`config.mk`:
```
export PLATFORM = sky130hd
export DESIGN_NAME = rip_regfile_scoreboard_flat
export DESIGN_NICKNAME = d
export VERILOG_FILES = /design/src/rtl/rip_regfile_scoreboard_if.sv /design/src/rtl/rip_regfile_scoreboard.sv /design/src/flat_wrapper.sv
export SDC_FILE = /design/constraint.sdc
export NUM_CORES = 1
export LEC_CHECK = 0
export CORE_ASPECT_RATIO = 0.5
export CORE_MARGIN = 2
export CORE_UTILIZATION = 35
export CTS_CLUSTER_SIZE = 12
export DETAILED_ROUTE_END_ITERATION = 16
export GPL_TIMING_DRIVEN = 0
export HOLD_SLACK_MARGIN = 0.02
export MAX_ROUTING_LAYER = met4
export PLACE_DENSITY_LB_ADDON = 0.12
export SETUP_SLACK_MARGIN = 0.2
export SLEW_MARGIN = 20
export SYNTH_ARGS = -nofsm -noshare
export SYNTH_HDL_FRONTEND = slang
export SYNTH_SLANG_ARGS = --single-unit
```
`constraint.sdc`:
```
create_clock -name clk -period 6.1 [get_ports clk]
set_input_delay 1.83 -clock clk [delete_from_list [all_inputs] [get_ports clk]]
set_output_delay 1.83 -clock clk [all_outputs]
set_load 0.005 [all_outputs]
```
`src/rtl/rip_regfile_scoreboard_if.sv`:
```
// Bundle between decode/write-back and the RAW hazard scoreboard.
// master: the pipeline side (drives issue/retire/flush, observes readiness and status).
// slave : the scoreboard (consumes issue/retire/flush, produces de_ready and status).
//   issue_valid/issue_wen/issue_rd_num : decode instruction and its destination
//   if_rs1_num/if_rs2_num, rs1_used/rs2_used : its source registers
//   retire_valid/retire_rd_num : register write-back this cycle
//   flush : discard all in-flight writes
//   de_ready : decode may advance / register file samples sources
//   busy_mask : per-register pending-write flag
//   err_underflow : sticky retire-without-pending error
//   stall_cycles : saturating stall counter
interface rip_regfile_scoreboard_if #(
    parameter int STALL_CNT_W = 32
);
    logic                   issue_valid;
    logic                   issue_wen;
    logic [4:0]             issue_rd_num;
    logic [4:0]             if_rs1_num;
    logic [4:0]             if_rs2_num;
    logic                   rs1_used;
    logic                   rs2_used;
    logic                   retire_valid;
    logic [4:0]             retire_rd_num;
    logic                   flush;
    logic                   de_ready;
    logic [31:0]            busy_mask;
    logic                   err_underflow;
    logic [STALL_CNT_W-1:0] stall_cycles;

    modport master (
        output issue_valid, issue_wen, issue_rd_num, if_rs1_num, if_rs2_num,
               rs1_used, rs2_used, retire_valid, retire_rd_num, flush,
        input  de_ready, busy_mask, err_underflow, stall_cycles
    );

    modport slave (
        input  issue_valid, issue_wen, issue_rd_num, if_rs1_num, if_rs2_num,
               rs1_used, rs2_used, retire_valid, retire_rd_num, flush,
        output de_ready, busy_mask, err_underflow, stall_cycles
    );
endinterface

```
`src/rtl/rip_regfile_scoreboard.sv`:
```
// Read-after-write hazard scoreboard beside the integer register file.
// Keeps a pending-write counter per architectural register (x1..x31) between
// decode and write-back and produces de_ready, the decode-advance / register
// file read enable. A source whose pending write retires in the same cycle is
// not stalled because the register file forwards wdata on a collision.
// Ports:
//   clk : clock, all state on rising edge
//   rst : synchronous active-high reset
//   sb  : slave modport of rip_regfile_scoreboard_if (issue/retire/flush in,
//         de_ready/busy_mask/err_underflow/stall_cycles out)
module rip_regfile_scoreboard #(
    parameter int CNT_W       = 2,
    parameter int STALL_CNT_W = 32
) (
    input  logic                     clk,
    input  logic                     rst,
    rip_regfile_scoreboard_if.slave  sb
);
    localparam logic [CNT_W-1:0]       CNT_MAX   = '1;
    localparam logic [CNT_W-1:0]       CNT_ONE   = 1;
    localparam logic [STALL_CNT_W-1:0] STALL_ONE = 1;

    logic [CNT_W-1:0]       cnt_q [32];
    logic [CNT_W-1:0]       cnt_d [32];
    logic                   err_q, err_d;
    logic [STALL_CNT_W-1:0] stall_q, stall_d;

    logic [CNT_W-1:0] eff_rs1, eff_rs2, eff_rd;
    logic             haz_rs1, haz_rs2, haz_sat;
    logic             ready, fire, underflow;
    logic [31:0]      busy;

    // Pending count as seen by a reader this cycle: a same-cycle retire of the
    // register is already forwarded, so it no longer counts.
    function automatic logic [CNT_W-1:0] eff_f(input logic [CNT_W-1:0] c, input logic hit);
        return (hit && c != '0) ? c - CNT_ONE : c;
    endfunction

    always_comb begin
        eff_rs1 = eff_f(cnt_q[sb.if_rs1_num],
                        sb.retire_valid && (sb.retire_rd_num == sb.if_rs1_num));
        eff_rs2 = eff_f(cnt_q[sb.if_rs2_num],
                        sb.retire_valid && (sb.retire_rd_num == sb.if_rs2_num));
        eff_rd  = eff_f(cnt_q[sb.issue_rd_num],
                        sb.retire_valid && (sb.retire_rd_num == sb.issue_rd_num));

        haz_rs1 = sb.rs1_used && (sb.if_rs1_num != 5'd0) && (eff_rs1 != '0);
        haz_rs2 = sb.rs2_used && (sb.if_rs2_num != 5'd0) && (eff_rs2 != '0);
        // Another write to a register whose counter is full would overflow it.
        haz_sat = sb.issue_wen && (sb.issue_rd_num != 5'd0) && (eff_rd == CNT_MAX);

        ready = !rst && !sb.flush && !haz_rs1 && !haz_rs2 && !haz_sat;
        fire  = sb.issue_valid && ready;
    end

    always_comb begin
        for (int i = 0; i < 32; i++) begin
            cnt_d[i] = cnt_q[i];
            if (i == 0 || sb.flush) begin
                cnt_d[i] = '0;
            end else if (fire && sb.issue_wen && sb.issue_rd_num == 5'(i)) begin
                // A same-cycle retire to this register cancels the increment.
                if (!(sb.retire_valid && sb.retire_rd_num == 5'(i)))
                    cnt_d[i] = cnt_q[i] + CNT_ONE;
            end else if (sb.retire_valid && sb.retire_rd_num == 5'(i) && cnt_q[i] != '0) begin
                cnt_d[i] = cnt_q[i] - CNT_ONE;
            end
        end

        underflow = sb.retire_valid && (sb.retire_rd_num != 5'd0)
                    && (cnt_q[sb.retire_rd_num] == '0) && !sb.flush
                    && !(fire && sb.issue_wen && sb.issue_rd_num == sb.retire_rd_num);
        err_d = err_q | underflow;

        stall_d = stall_q;
        if (sb.issue_valid && !ready && !sb.flush && stall_q != '1)
            stall_d = stall_q + STALL_ONE;

        busy = '0;
        for (int i = 1; i < 32; i++)
            busy[i] = (cnt_q[i] != '0);
    end

    always_ff @(posedge clk) begin
        if (rst) begin
            for (int i = 0; i < 32; i++)
                cnt_q[i] <= '0;
            err_q   <= 1'b0;
            stall_q <= '0;
        end else begin
            for (int i = 0; i < 32; i++)
                cnt_q[i] <= cnt_d[i];
            err_q   <= err_d;
            stall_q <= stall_d;
        end
    end

    assign sb.de_ready      = ready;
    assign sb.busy_mask     = busy;
    assign sb.err_underflow = err_q;
    assign sb.stall_cycles  = stall_q;
endmodule

```
`src/flat_wrapper.sv`:
```
// flat-port wrapper written by rule: the top's interface ports become plain ports
module rip_regfile_scoreboard_flat 
#(
    parameter int CNT_W       = 2,
    parameter int STALL_CNT_W = 32
)
  (clk, rst, sb_issue_valid, sb_issue_wen, sb_issue_rd_num, sb_if_rs1_num, sb_if_rs2_num, sb_rs1_used, sb_rs2_used, sb_retire_valid, sb_retire_rd_num, sb_flush, sb_de_ready, sb_busy_mask, sb_err_underflow, sb_stall_cycles);
  rip_regfile_scoreboard_if #(.STALL_CNT_W(STALL_CNT_W)) sb_i ();
  input  logic clk;
  input  logic rst;
  input wire logic [$bits(sb_i.issue_valid)-1:0] sb_issue_valid;
  input wire logic [$bits(sb_i.issue_wen)-1:0] sb_issue_wen;
  input wire logic [$bits(sb_i.issue_rd_num)-1:0] sb_issue_rd_num;
  input wire logic [$bits(sb_i.if_rs1_num)-1:0] sb_if_rs1_num;
  input wire logic [$bits(sb_i.if_rs2_num)-1:0] sb_if_rs2_num;
  input wire logic [$bits(sb_i.rs1_used)-1:0] sb_rs1_used;
  input wire logic [$bits(sb_i.rs2_used)-1:0] sb_rs2_used;
  input wire logic [$bits(sb_i.retire_valid)-1:0] sb_retire_valid;
  input wire logic [$bits(sb_i.retire_rd_num)-1:0] sb_retire_rd_num;
  input wire logic [$bits(sb_i.flush)-1:0] sb_flush;
  output wire logic [$bits(sb_i.de_ready)-1:0] sb_de_ready;
  output wire logic [$bits(sb_i.busy_mask)-1:0] sb_busy_mask;
  output wire logic [$bits(sb_i.err_underflow)-1:0] sb_err_underflow;
  output wire logic [$bits(sb_i.stall_cycles)-1:0] sb_stall_cycles;
  assign sb_i.issue_valid = sb_issue_valid;
  assign sb_i.issue_wen = sb_issue_wen;
  assign sb_i.issue_rd_num = sb_issue_rd_num;
  assign sb_i.if_rs1_num = sb_if_rs1_num;
  assign sb_i.if_rs2_num = sb_if_rs2_num;
  assign sb_i.rs1_used = sb_rs1_used;
  assign sb_i.rs2_used = sb_rs2_used;
  assign sb_i.retire_valid = sb_retire_valid;
  assign sb_i.retire_rd_num = sb_retire_rd_num;
  assign sb_i.flush = sb_flush;
  assign sb_de_ready = sb_i.de_ready;
  assign sb_busy_mask = sb_i.busy_mask;
  assign sb_err_underflow = sb_i.err_underflow;
  assign sb_stall_cycles = sb_i.stall_cycles;
  rip_regfile_scoreboard #(.CNT_W(CNT_W), .STALL_CNT_W(STALL_CNT_W)) u_core (.clk(clk), .rst(rst), .sb(sb_i));
endmodule
```
==> summary.md <==
| Metric | Value |
|---|---|
| Status | finished with violations |
| Violated checks | negative setup slack |
| Synth cell count leaders | nor2_1, dfxtp_1, nand3_1 |
| GR Util met1 | a little over two fifths |
| Avg WL per Cell | ~26 um |
| Worst hold path class | flip-flop to flip-flop |
| WP data arrival | 4.41 ns |
| Synth area leaders | dfxtp_1, mux4_2, nor2_1, xnor2_1, nand3_1 |
| CP endpoint kind | primary output |
| Clock skew | between 0.009 and 0.01 ns |
| # clock sinks | 95 |
| Nets | 1,183 |
| Drt total wl | a little under 40 mm |
| Static leakage | around 3.8 nW |
| Clock-pin slew reported for the worst setup and hold paths after clock tree synthesis | ~0.08 ns |
| First-pass GRT wire length | around 55 mm |
| WP buf/inv | 4 |
| Share of post-route cells with drive strength above 1 | a little over a fifth |
| FF+latch count, synth | 95 |
| Worst-Skew Late Latency | 0.37 ns |
| Hold-fix buffers at CTS | 0 |
| Gr busiest metal | met2 |
| Initial Util | between 30 and 40% |
| Num CTS Buffers | 9 |
| Diode count | 0 |
| GR Overflow Total | 0 |
| Final Slew Violations | 0 |
| RSZ-0062 raised after global routing | yes |
| Die height | between 100 and 150 um |
| Max FO, Critical Path | 5 |
| EDFF count, synth | 0 |
| Crit path top cell by count | buf_12 |
| GRT Total Usage | between 30% and 40% |
| Die width | about 220 um |
| Largest stage delay, worst path | ~0.51 ns |
| Family with the most delay on the worst path | compound AO/OA/AOI/OAI gates |
| Cells after Synth | 1,021 |
| Slew margin rel. | between 30% and 40% |
| Initial antenna violation count | 1 |
| Vias in the first global route | ~8.5k |
| Setup TNS | -0.144 ns |
| TritonCTS clock tree | done |
| Clk buf depth | 2 |
| Fmax | about 160 MHz |
| Buffers on Ports | between 80 and 90 |
| Hold slack final | between 0.4 and 0.5 ns |
| DR vias | approximately 9k |
| Final instance area | about 0.011 mm^2 |
| Period utilisation layout | 102% |
| Met2 Use GR | 43.1% |
| Pin count of the biggest net entering global routing | 19 |
| Crit path launch type | primary input |
| Post-DP HPWL | a little under 30 mm |
| Maxcap violations | 0 |
| Syn_area_per_cell | 8.15 um^2 |
| Yosys top cell by area | dfxtp_1 |
| PnR worst setup slack | -0.144 ns |
| Area grow syn2layout | 26.7% |
| Crit-path cells | buf_12 -> mux4_2 -> a22o_1 -> a31oi_4 -> and3_4 -> ha_4 -> nor2b_2 -> nand3_1 -> and4_4 -> a211oi_4 -> a21oi_4 -> buf_12 -> buf_12 -> and2_4 -> buf_6 |
| Power per Cell Area | approximately 140 mW/mm^2 |
| GPL Wtd Cong | between 0.9 and 1 |
| Worst Path Class, Setup | primary input to primary output |
| Post-Syn Nets | 1,053 |
| DRC viols | 0 |
| Worst-Margin Slew | around 0.94 ns |
| Distinct cells, synth | 80 |
| Final core utilization | between 40% and 50% |
| Antenna viol nets, final | 0 |
| Post-place instance area | about 0.0096 mm^2 |
| Synth top area share | between 20% and 30% |
| Post-DR vias/cell | between 6 and 7 |
| Most frequent cell after synthesis | nor2_1 |
| Dominant synthesized flop cell | dfxtp_1 |
| H-tree depth | 3 |
| I/O Pins | between 90 and 100 |
| Met3 Usage GRT | under 10% |
| CP max stage cell | mux4_2 |
| Initial DRC Count | about 1.0k |
| Root Buffer | clkbuf_16 |
| Synth Cell Area | 0.00833 mm^2 |
| Worst Path Required | 4.27 ns |
| Syn. warnings | 0 |
| Core area | 0.0231 mm^2 |
| Ys async rst share | 0% |
| Number of setup violations in the final report | 1 |
| Detailed Routing Iterations Pass 1 | 6 |
| Die ar. | 0.0251 mm^2 |
| Register area share after synthesis | 22.8% |
| Tmin final | 6.24 ns |
| Peak supply drop | between 0.1 and 0.15 mV |
| Final hold violation count | 0 |
| Placement Rows | 39 |
-- cell families after synthesis --
logic type                 synth area share, %
xor gates and xnor gates                  7.05
other                                   0.0450
muxes                                     14.5
AOI/OAI and AO/OA                         20.9
DFF                                       22.8
and+or+nand+nor                           28.3
adders and majority gates                0.601
buffers and inverters                     5.70
-- report_power, final --
group          switching, W  internal, W  total (W)  leakage (nW)
sequential       0.00000167     0.000621   0.000623         0.765
clock              0.000300     0.000286   0.000586         0.140
combinational      0.000198     0.000121   0.000319          2.87
total              0.000500      0.00103    0.00153          3.78
-- through the flow --
stage / instances / power, W / setup WS (ns)
floorplan: 1021 / 0.000795 / 0.171
global placement: 1410 / 0.000895 / -1.78
detailed placement: 1410 / 0.000894 / -1.73
CTS: 1444 / 0.00151 / -0.175
global route: 1463 / 0.00157 / -0.191
finish: 1463 / 0.00153 / -0.144
-- path summary, 6_finish.rpt --
path | from | cells past startpoint | to | slack [ns]
setup / recovery | sb_if_rs2_num[2] | 15 | sb_de_ready | -0.14
hold / removal | u_core.sb.err_underflow | 2 | u_core.sb.err_underflow | 0.49
setup reg to reg | u_core.cnt_q[19][0] | 16 | u_core.cnt_q[21][0] | 2.10
hold reg to reg | u_core.sb.err_underflow | 2 | u_core.sb.err_underflow | 0.49
-- routing by layer --
layer | vias up | part of all wire [%]
met2 | 515 | 41
met3 | 67 | 11
met4 | 0 | 2.1
li1 | 4086 | -
met5 | - | 0
met1 | 4520 | 46
-- placed cells by master, fill, tap and decap left out, types with 14 or more instances in the layout --
cell             synthesis  routed
clkdlybuf4s50_1          0      72
mux2i_1                 35      34
mux2_2                  15      15
a221oi_1                24      24
a41oi_1                 18      18
a211oi_1                14      14
xor2_1                  15      15
buf_4                   11      39
nand4_1                 16      16
mux4_2                  28      28
and3_1                  33      31
a21oi_1                 49      49
nor2b_1                 23      22
a21bo_2                 14      14
clkbuf_1                32      28
nor2_1                 130     127
or2_2                   24      24
inv_1                   21      21
nand3_1                 83      82
xnor2_1                 52      52
nor3_1                  37      37
nand2_1                 58      58
o21ai_0                 27      26
dfxtp_1                 95      95
-- timing repair --
item | 4_1_cts | 5_1_grt
setup buffers | 16 | 17
setup endpoints to repair | 1 | 1
pin swaps | 13 | 22
resized for setup | 82 | 33
cloned | 2 | 2
-- cell type report --
cell class                      count  area (um^2)
Fill cell                        2341        12500
Multi-Input combinational cell    836         6160
Sequential cell                    95         1900
Timing Repair Buffer              119         1190
Buffer                             69          549
Tap cell                          307          384
Clock buffer                        9          225
Inverter                           21         78.8
Clock inverter                      7         61.3
-- worst reg2reg max path, delay by kind of cell, from the launching register on --
kind | cells | cell delay, ns
adders and majority gates | 1 | 0.12
buffers and inverters | 3 | 0.71
AOI/OAI and AO/OA | 6 | 1.20
DFF | 1 | 0.44
muxes | 1 | 0.53
and+or+nand+nor | 5 | 0.85
-- state kept, by name, summed over array words and instances (netlist names) --
register,count
u_core.sb.stall_cycles,32
u_core.cnt_q,62
u_core.sb.err_underflow,1
Note: power is estimated with default switching activity, not from simulation.
